**config.mk**
```make
export PLATFORM = sky130hd
export DESIGN_NAME = hazard_ctrl
export DESIGN_NICKNAME = d
export VERILOG_FILES = /design/src/rtl/lc3b_types.sv /design/src/rtl/sat_counter.sv /design/src/rtl/hazard_ctrl.sv
export SDC_FILE = /design/constraint.sdc
export NUM_CORES = 1
export LEC_CHECK = 0
export ABC_AREA = 1
export CORE_MARGIN = 8
export CORE_UTILIZATION = 34
export CTS_BUF_LIST = sky130_fd_sc_hd__clkbuf_4
export DETAILED_ROUTE_END_ITERATION = 8
export PLACE_DENSITY_LB_ADDON = 0.25
export SLEW_MARGIN = 20
export SYNTH_ARGS = -nofsm -noshare
export SYNTH_HDL_FRONTEND = slang
export SYNTH_SLANG_ARGS = --single-unit
```
**constraint.sdc**
```tcl
create_clock -name clk -period 2.5 [get_ports clk]
set_clock_uncertainty 0.05 [all_clocks]
set_input_delay 0.5 -clock clk [delete_from_list [all_inputs] [get_ports clk]]
set_output_delay 0.5 -clock clk [all_outputs]
set_load 0.02 [all_outputs]
```
**src/rtl/lc3b_types.sv**
```systemverilog
// Shared LC-3b pipeline types: register specifier and the hazard controller
// state encoding.
package lc3b_types;

    typedef logic [2:0] lc3b_reg;

    typedef enum logic [1:0] {
        RUN        = 2'b00,
        LU2        = 2'b01,
        FLUSH_PEND = 2'b10
    } lc3b_hz_state;

    // True when an ID source operand is read and names the EX destination.
    function automatic logic src_match(input logic uses, input lc3b_reg src, input lc3b_reg dest);
        return uses & (src == dest);
    endfunction

endpackage

```
**src/rtl/sat_counter.sv**
```systemverilog
// Saturating up-counter used for the hazard performance counters.
// Only built when HAZARD_PERF_CNT_EN is defined, since nothing else uses it.
`ifdef HAZARD_PERF_CNT_EN
module sat_counter #(
    parameter int W = 16
) (
    input  logic         clk,
    input  logic         reset,
    input  logic         inc,
    output logic [W-1:0] count
);

    logic [W-1:0] count_q;
    logic [W-1:0] count_d;

    // Next count: hold at all-ones instead of wrapping.
    always_comb begin
        count_d = count_q;
        if (inc && (count_q != {W{1'b1}})) begin
            count_d = count_q + {{(W-1){1'b0}}, 1'b1};
        end else begin
            count_d = count_q;
        end
    end

    // Counter register.
    always_ff @(posedge clk or posedge reset) begin
        if (reset) begin
            count_q <= {W{1'b0}};
        end else begin
            count_q <= count_d;
        end
    end

    assign count = count_q;

endmodule
`endif

```
**src/rtl/hazard_ctrl.sv**
```systemverilog
// LC-3b pipeline hazard controller: stalls, bubbles, flushes and PC redirect.
// Optional counters enabled with the HAZARD_PERF_CNT_EN macro.
module hazard_ctrl
    import lc3b_types::*;
#(
    parameter int CNT_W = 16
) (
    input  logic             clk,
    input  logic             reset,
    input  lc3b_reg          id_sr1_id,
    input  lc3b_reg          id_sr2_id,
    input  logic             id_uses_sr1,
    input  logic             id_uses_sr2,
    input  lc3b_reg          ex_dest,
    input  logic             ex_load_regfile,
    input  logic             ex_mem_read,
    input  logic             if_mem_req,
    input  logic             if_mem_resp,
    input  logic             mem_mem_req,
    input  logic             mem_mem_resp,
    input  logic             mem_br_taken,
    output logic             pc_stall,
    output logic             if_id_stall,
    output logic             id_ex_stall,
    output logic             ex_mem_stall,
    output logic             id_ex_bubble,
    output logic             mem_wb_bubble,
    output logic             if_id_flush,
    output logic             id_ex_flush,
    output logic             ex_mem_flush,
    output logic             pc_redirect,
    output logic             target_latch_en,
    output logic [CNT_W-1:0] stall_cycles,
    output logic [CNT_W-1:0] flush_events
);

    lc3b_hz_state state_q;
    lc3b_hz_state state_d;
    logic         dmiss_s;
    logic         ibusy_s;
    logic         lu_hit_s;

    assign dmiss_s  = mem_mem_req & ~mem_mem_resp;
    assign ibusy_s  = if_mem_req & ~if_mem_resp;
    assign lu_hit_s = ex_mem_read & ex_load_regfile &
                      (src_match(id_uses_sr1, id_sr1_id, ex_dest) |
                       src_match(id_uses_sr2, id_sr2_id, ex_dest));

    // Mealy control: outputs and next state from state plus current inputs.
    always_comb begin
        pc_stall        = 1'b0;
        if_id_stall     = 1'b0;
        id_ex_stall     = 1'b0;
        ex_mem_stall    = 1'b0;
        id_ex_bubble    = 1'b0;
        mem_wb_bubble   = 1'b0;
        if_id_flush     = 1'b0;
        id_ex_flush     = 1'b0;
        ex_mem_flush    = 1'b0;
        pc_redirect     = 1'b0;
        target_latch_en = 1'b0;
        state_d         = state_q;
        if (reset) begin
            state_d = RUN;
        end else if (dmiss_s) begin
            target_latch_en = mem_br_taken;
            pc_stall        = 1'b1;
            if_id_stall     = 1'b1;
            id_ex_stall     = 1'b1;
            ex_mem_stall    = 1'b1;
            mem_wb_bubble   = 1'b1;
            // A pending redirect still completes when the fetch returns.
            if ((state_q == FLUSH_PEND) && if_mem_resp) begin
                pc_redirect = 1'b1;
                if_id_flush = 1'b1;
                state_d     = RUN;
            end else begin
                state_d = state_q;
            end
        end else begin
            target_latch_en = mem_br_taken;
            case (state_q)
                FLUSH_PEND: begin
                    if (if_mem_resp) begin
                        pc_redirect = 1'b1;
                        if_id_flush = 1'b1;
                        state_d     = RUN;
                    end else begin
                        pc_stall     = 1'b1;
                        if_id_stall  = 1'b1;
                        id_ex_bubble = 1'b1;
                    end
                end
                RUN, LU2: begin
                    if (mem_br_taken) begin
                        id_ex_flush  = 1'b1;
                        ex_mem_flush = 1'b1;
                        // With a fetch in flight, wait for it before redirecting.
                        if (ibusy_s) begin
                            pc_stall    = 1'b1;
                            if_id_stall = 1'b1;
                            state_d     = FLUSH_PEND;
                        end else begin
                            pc_redirect = 1'b1;
                            if_id_flush = 1'b1;
                            state_d     = RUN;
                        end
                    end else if ((state_q == LU2) || lu_hit_s) begin
                        pc_stall     = 1'b1;
                        if_id_stall  = 1'b1;
                        id_ex_bubble = 1'b1;
                        state_d      = (state_q == LU2) ? RUN : LU2;
                    end else if (ibusy_s) begin
                        pc_stall     = 1'b1;
                        if_id_stall  = 1'b1;
                        id_ex_bubble = 1'b1;
                    end else begin
                        state_d = RUN;
                    end
                end
                default: begin
                    state_d = RUN;
                end
            endcase
        end
    end

    // State register.
    always_ff @(posedge clk or posedge reset) begin
        if (reset) begin
            state_q <= RUN;
        end else begin
            state_q <= state_d;
        end
    end

`ifdef HAZARD_PERF_CNT_EN
    sat_counter #(.W(CNT_W)) u_stall_cnt (
        .clk   (clk),
        .reset (reset),
        .inc   (pc_stall),
        .count (stall_cycles)
    );

    sat_counter #(.W(CNT_W)) u_flush_cnt (
        .clk   (clk),
        .reset (reset),
        .inc   (if_id_flush),
        .count (flush_events)
    );
`else
    assign stall_cycles = {CNT_W{1'b0}};
    assign flush_events = {CNT_W{1'b0}};
`endif

endmodule

```
==> summary.md <==
| Metric | Value |
|---|---|
| Worst-path cell chain | `clkdlybuf4s50_1 -> buf_4 -> nor2_1 -> clkdlybuf4s50_1` |
| Worst reg2reg path depth | `9` |
| Worst r2r src | `state_q[1]` |
| Max-cap violations | `0` |
| Mux contribution to synthesized area | `0` |
| Vias per cell | `about 3.6` |
| Nets@finish | `182` |
| Port Buffers | `30` |
| Fin. Hold Viols | `0` |
| Detailed Route Iter0 Violations | `8` |
| GRT Residual Overflow | `0` |
| Seq/Total Area, Yosys | `0.0743` |
| Area Overhead vs Synth | `40.0%` |
| Status | `finished, final reports clean` |
| Initial Util | `0.350` |
| Worst hold endpoint | `state_q[1]` |
| Crit path DAT | `1.85 ns` |
| P_sw | `0.114 mW` |
| R2R setup slack | `1.17 ns` |
| Hold Path Depth | `2` |
| Yosys reg bits | `2` |
| CTS tree | `done` |
| Number of diodes | `0` |
| Post-route ant nets | `0` |
| Max FFs per register | `2` |
| Crit Path Max Fanout | `4` |
| Fin area | `942 sq um` |
| Critical path type | `input pin to output port` |
| Row count | `16` |
| Final setup viols | `0` |
| Largest registers | `state_q: 2 flops` |
| Vias in the first global route | `572` |
| CP delay by family, top | `buffers and inverters` |
| CP max stage delay | `0.61 ns` |
| Setup crit start kind | `input pin` |
| H-tree depth | `1` |
| Clock period minus worst slack | `about 2.4 ns` |
| Post-synthesis xor/xnor area fraction | `0` |
| Initial antenna violation count | `0` |
| Clock Latency Late Sink | `between 0.2 and 0.25 ns` |
| Top cells by area, synth | `buf_4 (41%), nand2_1 (20%), inv_1 (11%)` |
| Final Core Density | `0.490` |
| CTS Buf Count | `3` |
| DP Area | `913 sq um` |
| Critical-path top delay cell | `clkdlybuf4s50_1` |
| Simple-Gate Fraction of Synth Area | `0.361` |
| Highest clock rate | `roughly 0.42 GHz` |
| Synth cell types | `14` |
| Vias | `669` |
| P_int | `about 0.14 mW` |
| Crit path required time | `1.95 ns` |
| Cell mode on critical path | `clkdlybuf4s50_1` |
| Clock share of power | `0.269` |
| Residual DRC count | `0` |
| Inst Count DP | `184` |
| Largest net degree at the start of global routing | `5` |
| Max VDD drop | `about 0.18 mV` |
| DP Worst Slack | `-0.369 ns` |
| Most flop-heavy register | `state_q` |
| Fin. max-slew vios | `0` |
| Worst r2r dst | `state_q[0]` |
| Hold_sp | `state_q[1]` |
| Setup TNS | `0 ns` |
| Crit path buffers/inverters | `3` |
| RSZ-0062 raised after global routing | `no` |
| Adder-cell share of the synthesized area | `0` |
| Non-filler cells, final | `187` |
| Area share of the largest cell type after synthesis | `0.413` |
| First-pass GRT wire length | `approximately 2300 microns` |
| Final period util | `0.961` |
| Routability cong. | `about 0.7` |
| Min-delay worst type | `register to register` |
| Total wire length | `1690 microns` |
| Ports | `63` |
| Switching Share | `0.442` |
| Worst setup margin | `slightly below 0.1 ns` |
| Endpoint class of the critical path | `output port` |
| Largest family of logic cells by synthesized area | `buffers and inverters` |
| Core area | `0.00192 sq mm` |
| Layout cells sized above 1 | `0.150` |
| Die height | `60.5 microns` |
| YS warnings | `0` |
| Root buf cell | `clkbuf_4` |
| Reg power frac | `0.132` |
| WP depth | `4` |
| Detail Placement HPWL | `1490 microns` |
| Leakage | `0.648 nW` |
| Clock slew at reported path FFs | `0.03 ns` |
| Mapped Cells | `124` |
| Synthesized area | `673 sq um` |
| Post-synthesis compound-gate area fraction | `0.0353` |
| Avg Cell Area, Syn | `5.43 sq um` |
| Clk buf depth | `2` |
| Yosys top cell by area | `buf_4` |
| Die Span X | `60.5 microns` |
| GRT Util Overall | `0.0776` |
| Die area | `0.00366 sq mm` |
| Average wire per standard cell | `9.01 microns` |
| Combinational share of power | `0.599` |
| Pwr dens | `275 mW/mm^2` |
| Post-CTS Setup Inserts | `0` |
| First-pass DRT Iterations | `4` |
| Clk sinks | `2` |
-- cells in the mapped netlist --
cell type  number
nand2_2         4
buf_4          37
nand2_1        36
inv_2           1
inv_1          19
dfrtp_1         2
conb_1          1
nor4_1          1
o21ai_0         2
a21oi_1         1
a21oi_2         1
nand3_1         2
nor2_2          1
nor2_1         16
-- cell type report --
type	count	area, sq um
Clock buffer	3	22.5
Fill cell	207	980
Inverter	20	75.1
Multi-Input combinational cell	96	394
Sequential cell	2	50.0
Tap cell	27	33.8
Timing Repair Buffer	39	367
-- power groups by stage --
stage | clock network, mW | registers [mW] | logic [mW]
2_1_floorplan | 0 | 0.0342 | 0.134
3_3_place_gp | 0 | 0.0344 | 0.157
3_5_place_dp | 0 | 0.0344 | 0.157
4_1_cts | 0.0750 | 0.0340 | 0.151
5_1_grt | 0.0762 | 0.0342 | 0.170
6_report | 0.0696 | 0.0340 | 0.155
-- placed cells by master, fill, tap and decap left out, types with 3 or more instances in the layout --
cell,count
buf_4,9
clkbuf_4,3
clkdlybuf4s50_1,13
conb_1,32
dlygate4sd2_1,5
dlymetal6s2s_1,7
inv_1,19
nand2_1,36
nand2_2,4
nor2_1,16
-- repair_timing --
action,4_1_cts,5_1_grt
cloned,0,0
pin swaps,0,9
resized for setup,19,17
hold endpoints to repair,0,0
hold buffers,0,0
endpoints found under the setup margin,10,5
-- tightest hold or removal path, stage by stage (launching register included) --
cell,delay [ns]
dfrtp_1,0.39
nand2_1,0.07
nand2_1,0.05
-- cell families after synthesis --
logic type             count (synthesis)
AND/OR/NAND/NOR                       60
AO/OA/AOI/OAI                          4
flip-flops                             2
buffers and inverters                 57
other                                  1
-- worst max path at each step --
stage / end / start / slack (ns)
2_1_floorplan: id_ex_flush / mem_br_taken / 0.30
3_3_place_gp: if_id_stall / ex_dest[1] / -0.35
3_5_place_dp: if_id_stall / ex_dest[0] / -0.37
4_1_cts: id_ex_bubble / ex_dest[0] / 0.02
5_1_grt: target_latch_en / reset / 0.03
6_report: target_latch_en / reset / 0.1
-- per-stage QoR --
step	hold WS [ns]	power, mW
finish	0.495	0.259
global route	0.517	0.280
CTS	0.493	0.260
detailed placement	0.487	0.192
global placement	0.491	0.191
floorplan	0.200	0.168
-- per-layer routing --
| layer | global-route usage | part of all wire | vias to the layer above |
|---|---|---|---|
| met5 | 0 | 0 | - |
| met4 | 0.0299 | 0 | 0 |
| met3 | 0.0148 | 0.087 | 0 |
| met2 | 0.142 | 0.53 | 27 |
| met1 | 0.0858 | 0.39 | 275 |
| li1 | - | - | 367 |
Note: power is estimated with default switching activity, not from simulation.
